File: src/rtl/rr_arbiter8_if.sv
// Request/grant bundle between requesters and the round-robin arbiter.
interface rr_arbiter8_if;
  logic [7:0] req_in;
  logic       done_in;
  logic [7:0] gnt_out;
  logic       gnt_valid_out;
  logic       timeout_out;

  modport master (output req_in, done_in, input gnt_out, gnt_valid_out, timeout_out);
  modport slave  (input req_in, done_in, output gnt_out, gnt_valid_out, timeout_out);
endinterface

File: src/rtl/rr_arbiter8.sv
// 8-way round-robin arbiter with hold limit; grants are held until done,
// request drop or MAX_HOLD cycles, and every grant is followed by an idle cycle.
module rr_arbiter8 #(
  parameter int unsigned MAX_HOLD = 15
) (
  input logic        clk_in,
  input logic        rst_in,
  rr_arbiter8_if.slave bus
);
  typedef enum logic {IDLE, GRANT} state_t;

  localparam logic [7:0] HOLD_LIM = 8'(MAX_HOLD);

  state_t     state, state_nxt;
  logic [2:0] ptr, ptr_nxt, idx, idx_nxt, pick;
  logic [7:0] hold_cnt, hold_nxt, gnt, gnt_nxt;
  logic       gvld, gvld_nxt, tmo, tmo_nxt;
  logic       pick_any, drop, hit_max;

  // Scan offsets high to low so the smallest offset from ptr wins.
  always_comb begin
    pick     = ptr;
    pick_any = 1'b0;
    for (int i = 7; i >= 0; i--) begin
      if (bus.req_in[ptr + 3'(i)]) begin
        pick     = ptr + 3'(i);
        pick_any = 1'b1;
      end
    end
  end

  assign drop    = ~bus.req_in[idx];
  assign hit_max = (hold_cnt == HOLD_LIM);

  always_comb begin
    state_nxt = state;
    ptr_nxt   = ptr;
    idx_nxt   = idx;
    hold_nxt  = hold_cnt;
    gnt_nxt   = gnt;
    gvld_nxt  = gvld;
    tmo_nxt   = 1'b0;
    case (state)
      IDLE: begin
        if (pick_any) begin
          state_nxt = GRANT;
          idx_nxt   = pick;
          gnt_nxt   = 8'd1 << pick;
          gvld_nxt  = 1'b1;
          hold_nxt  = 8'd1;
        end
      end
      GRANT: begin
        if (bus.done_in || drop || hit_max) begin
          state_nxt = IDLE;
          ptr_nxt   = idx + 3'd1;
          gnt_nxt   = 8'h00;
          gvld_nxt  = 1'b0;
          hold_nxt  = 8'd0;
          // Timeout only when the hold limit alone forced the release.
          tmo_nxt   = hit_max & ~bus.done_in & ~drop;
        end else if (hold_cnt != 8'hFF) begin
          hold_nxt = hold_cnt + 8'd1;
        end
      end
      default: state_nxt = IDLE;
    endcase
  end

  always_ff @(posedge clk_in) begin
    if (rst_in) begin
      state    <= IDLE;
      ptr      <= 3'd0;
      idx      <= 3'd0;
      hold_cnt <= 8'd0;
      gnt      <= 8'h00;
      gvld     <= 1'b0;
      tmo      <= 1'b0;
    end else begin
      state    <= state_nxt;
      ptr      <= ptr_nxt;
      idx      <= idx_nxt;
      hold_cnt <= hold_nxt;
      gnt      <= gnt_nxt;
      gvld     <= gvld_nxt;
      tmo      <= tmo_nxt;
    end
  end

  assign bus.gnt_out       = gnt;
  assign bus.gnt_valid_out = gvld;
  assign bus.timeout_out   = tmo;
endmodule

File: src/flat_wrapper.sv
// flat-port wrapper written by rule: the top's interface ports become plain ports
module rr_arbiter8_flat 
#(
  parameter int unsigned MAX_HOLD = 15
)
  (clk_in, rst_in, bus_req_in, bus_done_in, bus_gnt_out, bus_gnt_valid_out, bus_timeout_out);
  rr_arbiter8_if bus_i ();
  input logic clk_in;
  input logic rst_in;
  input wire logic [$bits(bus_i.req_in)-1:0] bus_req_in;
  input wire logic [$bits(bus_i.done_in)-1:0] bus_done_in;
  output wire logic [$bits(bus_i.gnt_out)-1:0] bus_gnt_out;
  output wire logic [$bits(bus_i.gnt_valid_out)-1:0] bus_gnt_valid_out;
  output wire logic [$bits(bus_i.timeout_out)-1:0] bus_timeout_out;
  assign bus_i.req_in = bus_req_in;
  assign bus_i.done_in = bus_done_in;
  assign bus_gnt_out = bus_i.gnt_out;
  assign bus_gnt_valid_out = bus_i.gnt_valid_out;
  assign bus_timeout_out = bus_i.timeout_out;
  rr_arbiter8 #(.MAX_HOLD(MAX_HOLD)) u_core (.clk_in(clk_in), .rst_in(rst_in), .bus(bus_i));
endmodule
File: config.mk
export PLATFORM = sky130hd
export DESIGN_NAME = rr_arbiter8_flat
export DESIGN_NICKNAME = d
export VERILOG_FILES = /design/src/rtl/rr_arbiter8_if.sv /design/src/rtl/rr_arbiter8.sv /design/src/flat_wrapper.sv
export SDC_FILE = /design/constraint.sdc
export NUM_CORES = 1
export LEC_CHECK = 0
export CORE_MARGIN = 5
export CORE_UTILIZATION = 45
export DETAILED_ROUTE_END_ITERATION = 8
export GPL_ROUTABILITY_DRIVEN = 0
export PLACE_DENSITY = 0.76
export SLEW_MARGIN = 40
export SYNTH_ARGS = -nofsm -noshare
export SYNTH_HDL_FRONTEND = slang
export SYNTH_SLANG_ARGS = --single-unit
File: constraint.sdc
create_clock -name clk_in -period 3.1 [get_ports clk_in]
set_clock_uncertainty 0.15 [all_clocks]
set_input_delay 0.465 -clock clk_in [delete_from_list [all_inputs] [get_ports clk_in]]
set_output_delay 0.465 -clock clk_in [all_outputs]
set_load 0.05 [all_outputs]
== Word level (Yosys, flattened, before mapping) ==
Index checks and enable logic that the tools add are counted.
Widths: inputs -> output; s select.
Storage, ports and cells
  memory bits (read-only): 0
  register bits after elaboration: 25
  word-level logic and storage cells: 91
  output and inout bits: 10
  memory bits (writable): 0
  bits in latches: 0
  memories kept: 0
  input port bits: 11
Cells by class
  magnitude comparators: 9
  multiplexer cells: 47
  divide/modulo/power cells: 0
  shift-type cells: 1
  equal/unequal tests: 5
  $add $sub $neg: 9
  bitwise gates (word level): 6
  reductions and logical operators: 7
  multipliers: 0
Operators with widths (count)
  $mux 8: 5
  $lt 3x4->1 const B: 9
  $pmux 8 s2: 2
  $bmux 1 s3: 9
  $mux 3: 8
  $mux 1: 21
  $add 3x3->3 const B: 4
  $add 8x1->8 const B: 1
  $eq 8x4->1 const B: 1
  $ne 8x8->1 const B: 1
  $reduce_and 2->1: 4
  $shl 1x3->8 const A: 1
  $add 3x1->3 const B: 2
  $add 3x2->3 const B: 2
  $not 1->1: 4
  $pmux 1 s2: 2
  $ne 3x3->1 const B: 1
  $reduce_or 3->1: 1
  $and 1x1->1: 2
  $logic_or 1x1->1: 2
  $ne 2x1->1 const B: 1
  $ne 2x2->1 const B: 1

== Depth between registers and ports, before layout ==
Gate-level depths: netlist of the first run.
  depth after elaboration: 14
  depth in mapped cells: 13
  mapped depth without buffers: 9

== Worst setup path after synthesis of the first run ==
OpenSTA, ideal clock, no wires.
  path kind: reg2reg
  from: reg u_core.ptr[1]
  to: reg u_core.hold_cnt[4]
  setup time: 0.116 ns
  buffers on the path: 4
  stages on the path, launching flop included: 13
  required time: 2.834 ns
  arrival time: 3.125 ns
  slack: -0.292 ns
  cells stage by stage: dfxtp_1 > buf_6 > buf_2 > clkinv_1 > ha_1 > buf_2 > mux2_2 > mux4_2 > o41ai_4 > buf_6 > a21oi_1 > xnor2_1 > nor2_1
On the way
  word-level cells in the longest chain between the ends: 13
  elaborated cells on any way between the ends: 33
  classes of those cells: add/sub (7); eq/ne (1); mux (24); reduce/logical (1)
RTL lines
  from (decl): line rr_arbiter8.sv:15  | logic [2:0] ptr, ptr_nxt, idx, idx_nxt, pick;
  from (signal assigned): line rr_arbiter8.sv:81  | ptr <= ptr_nxt;
  $add 3x3->3: line rr_arbiter8.sv:25  | if (bus.req_in[ptr + 3'(i)]) begin
  $bmux 1 s3: line rr_arbiter8.sv:25
  $mux 1 (implied by the code): line rr_arbiter8.sv:25
  $mux 1 (7 in series): line rr_arbiter8.sv:25
  $mux 1 *: line rr_arbiter8.sv:25
  $ne 2x1->1 (no line) *
  $reduce_and 2->1 (no line) *
  to (signal assigned): line rr_arbiter8.sv:83  | hold_cnt <= hold_nxt;
  to (decl): line rr_arbiter8.sv:16  | logic [7:0] hold_cnt, hold_nxt, gnt, gnt_nxt;
Every way passes the cells marked *; elsewhere a longest branch is shown, timed or not. The select of a mux whose other input is x is not followed.
A chain may end at the register's enable or synchronous reset.

== Worst setup path after layout of the first run ==
  from: reg u_core.ptr[0]
  to: reg u_core.idx[2]
On the way
  word-level cells in the longest chain between the ends: 12
  elaborated cells on any way between the ends: 40
  classes of those cells: add/sub (7); mux (32); reduce/logical (1)
RTL lines
  $add 3x3->3: line rr_arbiter8.sv:25, rr_arbiter8.sv:26
  $bmux 1 s3: line rr_arbiter8.sv:25
  $mux 1 (implied by the code): line rr_arbiter8.sv:25
  $mux 1 (8 in series): line rr_arbiter8.sv:25
  $reduce_and 2->1 (no line)
  to (signal assigned): line rr_arbiter8.sv:82  | idx <= idx_nxt;
  to (decl): line rr_arbiter8.sv:15
Parallel ways exist; a longest one is shown, timed or not. The select of a mux whose other input is x is not followed.

==> results.py, run 1 <==
metrics = {
    "route": {
        "routed-via-count": 2131,
        "post-route-drc-count": 0,
        "wire_per_inst_um": 15.0,
        "wirelength_um": 5510,
        "via_per_inst": 5.81,
        "drt-pass1-iter-count": 4,
        "antenna_left": 0,
        "drt_iter0_drc": 122,
    },
    "timing": {
        "setup_violations": 0,
        "tightest_slew_ns": 0.503,
        "hold_viol": 0,
        "finalCritPeriodShare_pct": 96.0,
        "fin_tns_setup_ns": 0,
        "final_max_slew_viol_count": 0,
        "slew_headroom_pct": 66.4,
        "max_freq_ghz": 0.336,
        "fin_crit_ns": 2.98,
    },
    "clock_tree": {
        "cts_tree": "built",
        "cts_buffers": 3,
        "htree_levels": 1,
        "clkLatencyLatePin_ns": 0.27,
        "clkSinkCount": 25,
        "path_clk_slew_ns": 0.09,
        "clk_path_buf_depth": 2,
        "cts_root_buffer": "clkbuf_8",
    },
    "cells_and_area": {
        "n_fill_cell": 425,
        "drive_gt1_share_pct": 28.3,
        "antennaDiodeCount": 0,
        "instances_no_fill": 367,
        "area_growth_pct": 25.6,
        "fin_nets": 313,
    },
    "synthesis": {
        "syn-num-nets": 266,
        "synth_area_leaders": "dfxtp_1, mux4_2, mux2i_1",
        "synth.distinct_cells": 57,
        "synth_most_common_cell": "dfxtp_1",
        "synth_flop_cell": "dfxtp_1",
        "syn_inst": 251,
        "synth_area_leader_cell": "dfxtp_1",
        "netlist_area_um2": 2310,
        "ys_top_cells_by_count": "dfxtp_1, nor2_1, nand2_1, mux2i_1, a21oi_1",
        "synth_edf_count": 0,
        "synthArstFlopShare_pct": 0,
        "avgSynthCellArea_um2": 9.21,
        "seq_area_frac_synth_pct": 21.7,
        "yosys.area.top_type_share_pct": 21.7,
        "ys_warn_count": 0,
        "synth-seq-cells": 25,
    },
    "power_and_ir_drop": {
        "power.density_nw_per_um2": 665,
        "power_leakage_nw": 1.09,
        "ir_worst_vdd_uv": 401,
    },
    "die": {
        "ioPinCount": 21,
        "fp.dieArea_um2": 6670,
        "core.rowCount": 26,
        "start_util_pct": 45.8,
        "die_w_um": 81.7,
        "core_um2": 5040,
        "die_h_um": 81.7,
    },
    "worst_setup_path": {
        "cpMaxStageDelayCell": "mux4_2",
        "cpPeakStageDelay_ns": 0.53,
        "worstSetupEndpointType": "register",
        "cp_max_fo": 8,
        "crit_path_cell_trace": "inv_1 > ha_4 > buf_6 > mux2_2 > mux4_2 > o41ai_4 > buf_4 > buf_4 > mux2i_1 > nor2_1",
        "critPathArrivalTime_ns": 2.97,
        "crit_top_cell": "buf_4",
        "cp-start-kind": "register",
        "cp.required_ns": 3.10,
        "worstSetupPathType": "register to register",
        "reg2reg_depth": 10,
    },
    "placement": {
        "place_inst": 360,
        "dpl.hpwl_um": 4270,
        "io_buffers": 20,
    },
    "worst_hold_path": {
        "holdPathStages": 2,
        "hold_path_class": "register to register",
    },
    "global_routing": {
        "grt_use_total_pct": 17.7,
        "grt_max_degree": 27,
        "grt_overflow": 0,
        "grt_pass1_vias": 2025,
        "grt_first_pass_wirelength_um": 9550,
        "antenna_found_initial": 0,
    },
    "outcome": {
        "status": "complete, no violations",
    },
    "run": {
        "maxCapViolCount": 0,
    },
}
power by group:
group          internal [mW]  switching [mW]  total (mW)
sequential             0.371          0.0461       0.417
clock                 0.0899           0.104       0.194
combinational          0.619           0.703        1.32
final timing paths:
kind	from	slack, ns	end
setup / recovery	u_core.ptr[0]	0.12	u_core.idx[2]
hold / removal	u_core.bus.gnt_out[4]	0.32	u_core.bus.gnt_out[4]
setup reg to reg	u_core.ptr[0]	0.12	u_core.idx[2]
hold reg to reg	u_core.bus.gnt_out[4]	0.32	u_core.bus.gnt_out[4]
kinds of logic (layout without fill, tap and decap cells):
family                   count (synthesis)  count (layout)  synth area share (%)
multiplexers                            41              41                  27.0
AND/OR/NAND/NOR                         84              84                  18.6
adder cells (fa/ha/maj)                  4               4                  2.17
XOR/XNOR                                11              11                  4.49
flip-flops                              25              25                  21.7
AO/OA/AOI/OAI                           57              57                  19.4
buffers and inverters                   29              75                  6.71
per-layer routing:
metal,wire [um],track usage [%],part of all wire [%]
met5,0,0,0
met4,31,2.66,0.56
met3,299,2.96,5.4
met2,2780,30.2,50
met1,2400,23.9,44
worst max-delay path: cells and delay by family (launching register included):
family                     cells  cell delay [ns]
buffers and inverters          4             0.53
DFF                            1             0.34
adders and majority gates      1             0.29
AOI/OAI and AO/OA              1             0.45
and+or+nand+nor                1             0.06
muxes                          3             1.03
placed cells by master (no fill, tap or decap), types with 2 or more instances in the layout:
master and n:
a211oi_1 5, a21oi_1 14, a22o_1 4, a22oi_1 4, a32o_1 2, and2_1 3
and3_1 3, buf_4 36, buf_6 3, clkbuf_8 3, clkdlybuf4s50_1 20, dfxtp_1 23
dfxtp_2 2, ha_1 3, inv_1 11, mux2_2 10, mux2i_1 15, mux4_1 2
mux4_2 12, nand2_1 17, nand2b_1 3, nand3_1 11, nand3b_1 2, nor2_1 24
nor2b_1 3, nor3_1 6, nor4_1 2, nor4_4 2, o211ai_1 4, o21ai_0 4
o21ai_1 2, o22ai_1 2, o32ai_1 2, or2_2 2, or3_1 2, xnor2_1 7
xor2_1 3
area by class of cell:
type                       instances  area, um^2  share of cell area (%)
inverter                          12        50.0                    1.72
multi-input combinational        197        1710                    59.0
tap                               70        87.6                    3.02
clock inverter                     1        5.00                   0.172
sequential                        25         503                    17.3
clock buffer                       3        41.3                    1.42
timing repair buffer              59         504                    17.4
stage by stage:
step / setup WS (ns) / util [%] / total power [mW] / hold WS, ns / instance area [um^2]
global placement: -0.112 / 54.8 / 1.64 / 0.294 / 2760
global route: -0.0135 / 57.6 / 2.08 / 0.340 / 2900
finish: 0.123 / 57.6 / 1.93 / 0.319 / 2900
floorplan: 0.0255 / - / 1.30 / 0.336 / 2330
detailed placement: -0.175 / 54.8 / 1.66 / 0.304 / 2760
CTS: 0.00658 / 56.1 / 1.87 / 0.320 / 2830
timing repair:
action,in CTS,in global routing
endpoints found under the setup margin,2,16
pin swaps,0,3
setup buffers,0,3
cloned,0,0
gates resized for setup,3,11
hold buffers,0,0
hold endpoints to repair,0,0
flip-flops by register name, summed over array words and instances (netlist names):
name	count
u_core.bus.gnt_valid_out	1
u_core.state	1
u_core.bus.timeout_out	1
u_core.bus.gnt_out	8
u_core.hold_cnt	8
u_core.ptr	3
u_core.idx	3
Power figures use the tool's default switching activity.
==> run 2: changes to the inputs <==
--- a/config.mk
+++ b/config.mk
@@ -9,7 +9,9 @@
 export CORE_UTILIZATION = 45
 export DETAILED_ROUTE_END_ITERATION = 8
 export GPL_ROUTABILITY_DRIVEN = 0
+export GPL_TIMING_DRIVEN = 0
 export PLACE_DENSITY = 0.76
+export SKIP_CTS_REPAIR_TIMING = 1
 export SLEW_MARGIN = 40
 export SYNTH_ARGS = -nofsm -noshare
 export SYNTH_HDL_FRONTEND = slang
==> results.py, run 2 (synthesis results as in run 1) <==
metrics = {
    "outcome": {
        "status": "finished, violations left",
        "violations": "setup timing",
    },
    "cells_and_area": {
        "final_core_util_pct": 60.6,
        "area_growth_pct": 32.2,
        "final_cell_mix": "buf_4, dfxtp_1, nor2_1",
        "drive_gt1_share_pct": 34.4,
        "fin_nets": 318,
        "n_fill_cell": 400,
        "instances_no_fill": 372,
        "stdcell_area_um2": 3060,
        "antennaDiodeCount": 0,
        "final_common_cell": "buf_4",
    },
    "run": {
        "maxCapViolCount": 0,
    },
    "power_and_ir_drop": {
        "clkPwrFrac_pct": 9.4,
        "seq_power_share_pct": 20.2,
        "p_int_mw": 1.12,
        "ir_worst_vdd_uv": 375,
        "p_sw_share_pct": 45.4,
        "power.switching_uw": 927,
        "power_leakage_nw": 1.15,
        "p_total_mw": 2.04,
        "power.density_nw_per_um2": 668,
        "pwr-share-comb_pct": 70.4,
    },
    "die": {
        "die_h_um": 81.7,
        "start_util_pct": 45.8,
        "ioPinCount": 21,
        "die_w_um": 81.7,
        "core.rowCount": 26,
        "fp.dieArea_um2": 6670,
        "core_um2": 5040,
    },
    "clock_tree": {
        "path_clk_slew_ns": 0.09,
        "clkLatencyLatePin_ns": 0.27,
        "cts_root_buffer": "clkbuf_8",
        "cts_buffers": 3,
        "cts_tree": "built",
        "htree_levels": 1,
        "clk_path_buf_depth": 2,
        "clkSinkCount": 25,
    },
    "worst_setup_path": {
        "critPathArrivalTime_ns": 3.21,
        "reg2reg_depth": 13,
        "cp-start-kind": "register",
        "cp.required_ns": 3.12,
        "crit_path_end": "u_core.bus.gnt_out[2]",
        "worstSetupEndpointType": "register",
        "worst_r2r_startpoint": "u_core.ptr[0]",
        "cp_max_fo": 5,
        "crit_start": "u_core.ptr[0]",
        "regToRegEndpoint": "u_core.bus.gnt_out[2]",
        "reg2reg_slack_ns": -0.08,
        "worstSetupPathType": "register to register",
    },
    "timing": {
        "finalCritPeriodShare_pct": 103,
        "fin_tns_setup_ns": -0.487,
        "hold_viol": 0,
        "tightest_slew_ns": 0.879,
        "whs_ns": 0.310,
        "setup_ws_ns": -0.0847,
        "max_freq_ghz": 0.314,
        "rsz0062_at_grt": "yes",
        "slew_headroom_pct": 41.4,
        "setup_violations": 11,
        "fin_crit_ns": 3.18,
        "final_max_slew_viol_count": 0,
    },
    "route": {
        "wire_per_inst_um": 17.2,
        "post-route-drc-count": 0,
        "routed-via-count": 2236,
        "wirelength_um": 6410,
        "drt_iter0_drc": 162,
        "via_per_inst": 6.01,
        "drt-pass1-iter-count": 4,
        "antenna_left": 0,
    },
    "global_routing": {
        "grt_pass1_vias": 1850,
        "grt_max_degree": 16,
        "grt_use_total_pct": 16.8,
        "grt_overflow": 0,
        "antenna_found_initial": 0,
        "grt_first_pass_wirelength_um": 8940,
    },
    "placement": {
        "io_buffers": 18,
        "dp_slack_ns": -0.411,
        "place_inst": 339,
        "dpl.hpwl_um": 4020,
        "post_dp_cell_area_um2": 2600,
    },
    "worst_hold_path": {
        "holdPathStages": 2,
        "hold_path_class": "register to register",
    },
}
==> run 2: worst min-delay path by stage <==
stage	to	start	slack [ns]
finish	u_core.bus.gnt_out[5]	u_core.bus.gnt_out[5]	0.31
global route	u_core.bus.gnt_out[5]	u_core.bus.gnt_out[5]	0.33
CTS	u_core.bus.gnt_out[0]	u_core.bus.gnt_out[0]	0.32
detailed placement	u_core.bus.gnt_out[7]	u_core.bus.gnt_out[7]	0.30
global placement	u_core.bus.gnt_valid_out	u_core.bus.gnt_valid_out	0.30
floorplan	u_core.idx[1]	u_core.idx[1]	0.34
==> run 2: cell type report <==
class                   instances  area, um^2  share of cell area [%]
clock inverters                 1        7.51                   0.246
plain buffers                  17         145                    4.75
inverters                      12        60.1                    1.97
flip-flops and latches         25         503                    16.5
clock buffers                   3        41.3                    1.35
repair buffers                 46         390                    12.8
multi-input cells             198        1820                    59.6
well taps                      70        87.6                    2.87
==> run 2: metal layers <==
layer / track usage [%] / part of all wire [%] / wire (um)
met1: 23.4 / 41 / 2600
met3: 1.97 / 6.7 / 428
met2: 27.8 / 51 / 3250
met5: 0 / 0 / 0
met4: 4.32 / 2.0 / 125
==> run 2: power by group through the flow <==
stage,clock [mW],combinational [mW],sequential [mW]
final,0.192,1.44,0.413
after global routing,0.218,1.53,0.419
after CTS,0.201,1.13,0.411
after detailed placement,0,1.12,0.419
after global placement,0,1.10,0.416
after floorplan,0,0.810,0.494
==> run 2: critical path, cell delays in order, from the launching register on <==
cell and delay [ns]:
dfxtp_2 0.34, buf_6 0.11, buf_8 0.11, inv_4 0.05, ha_4 0.27, buf_6 0.13
mux4_2 0.55, a22oi_2 0.15, o211ai_1 0.13, or3_1 0.38, o211ai_1 0.29, buf_4 0.22
nor2_1 0.04, a22o_1 0.17
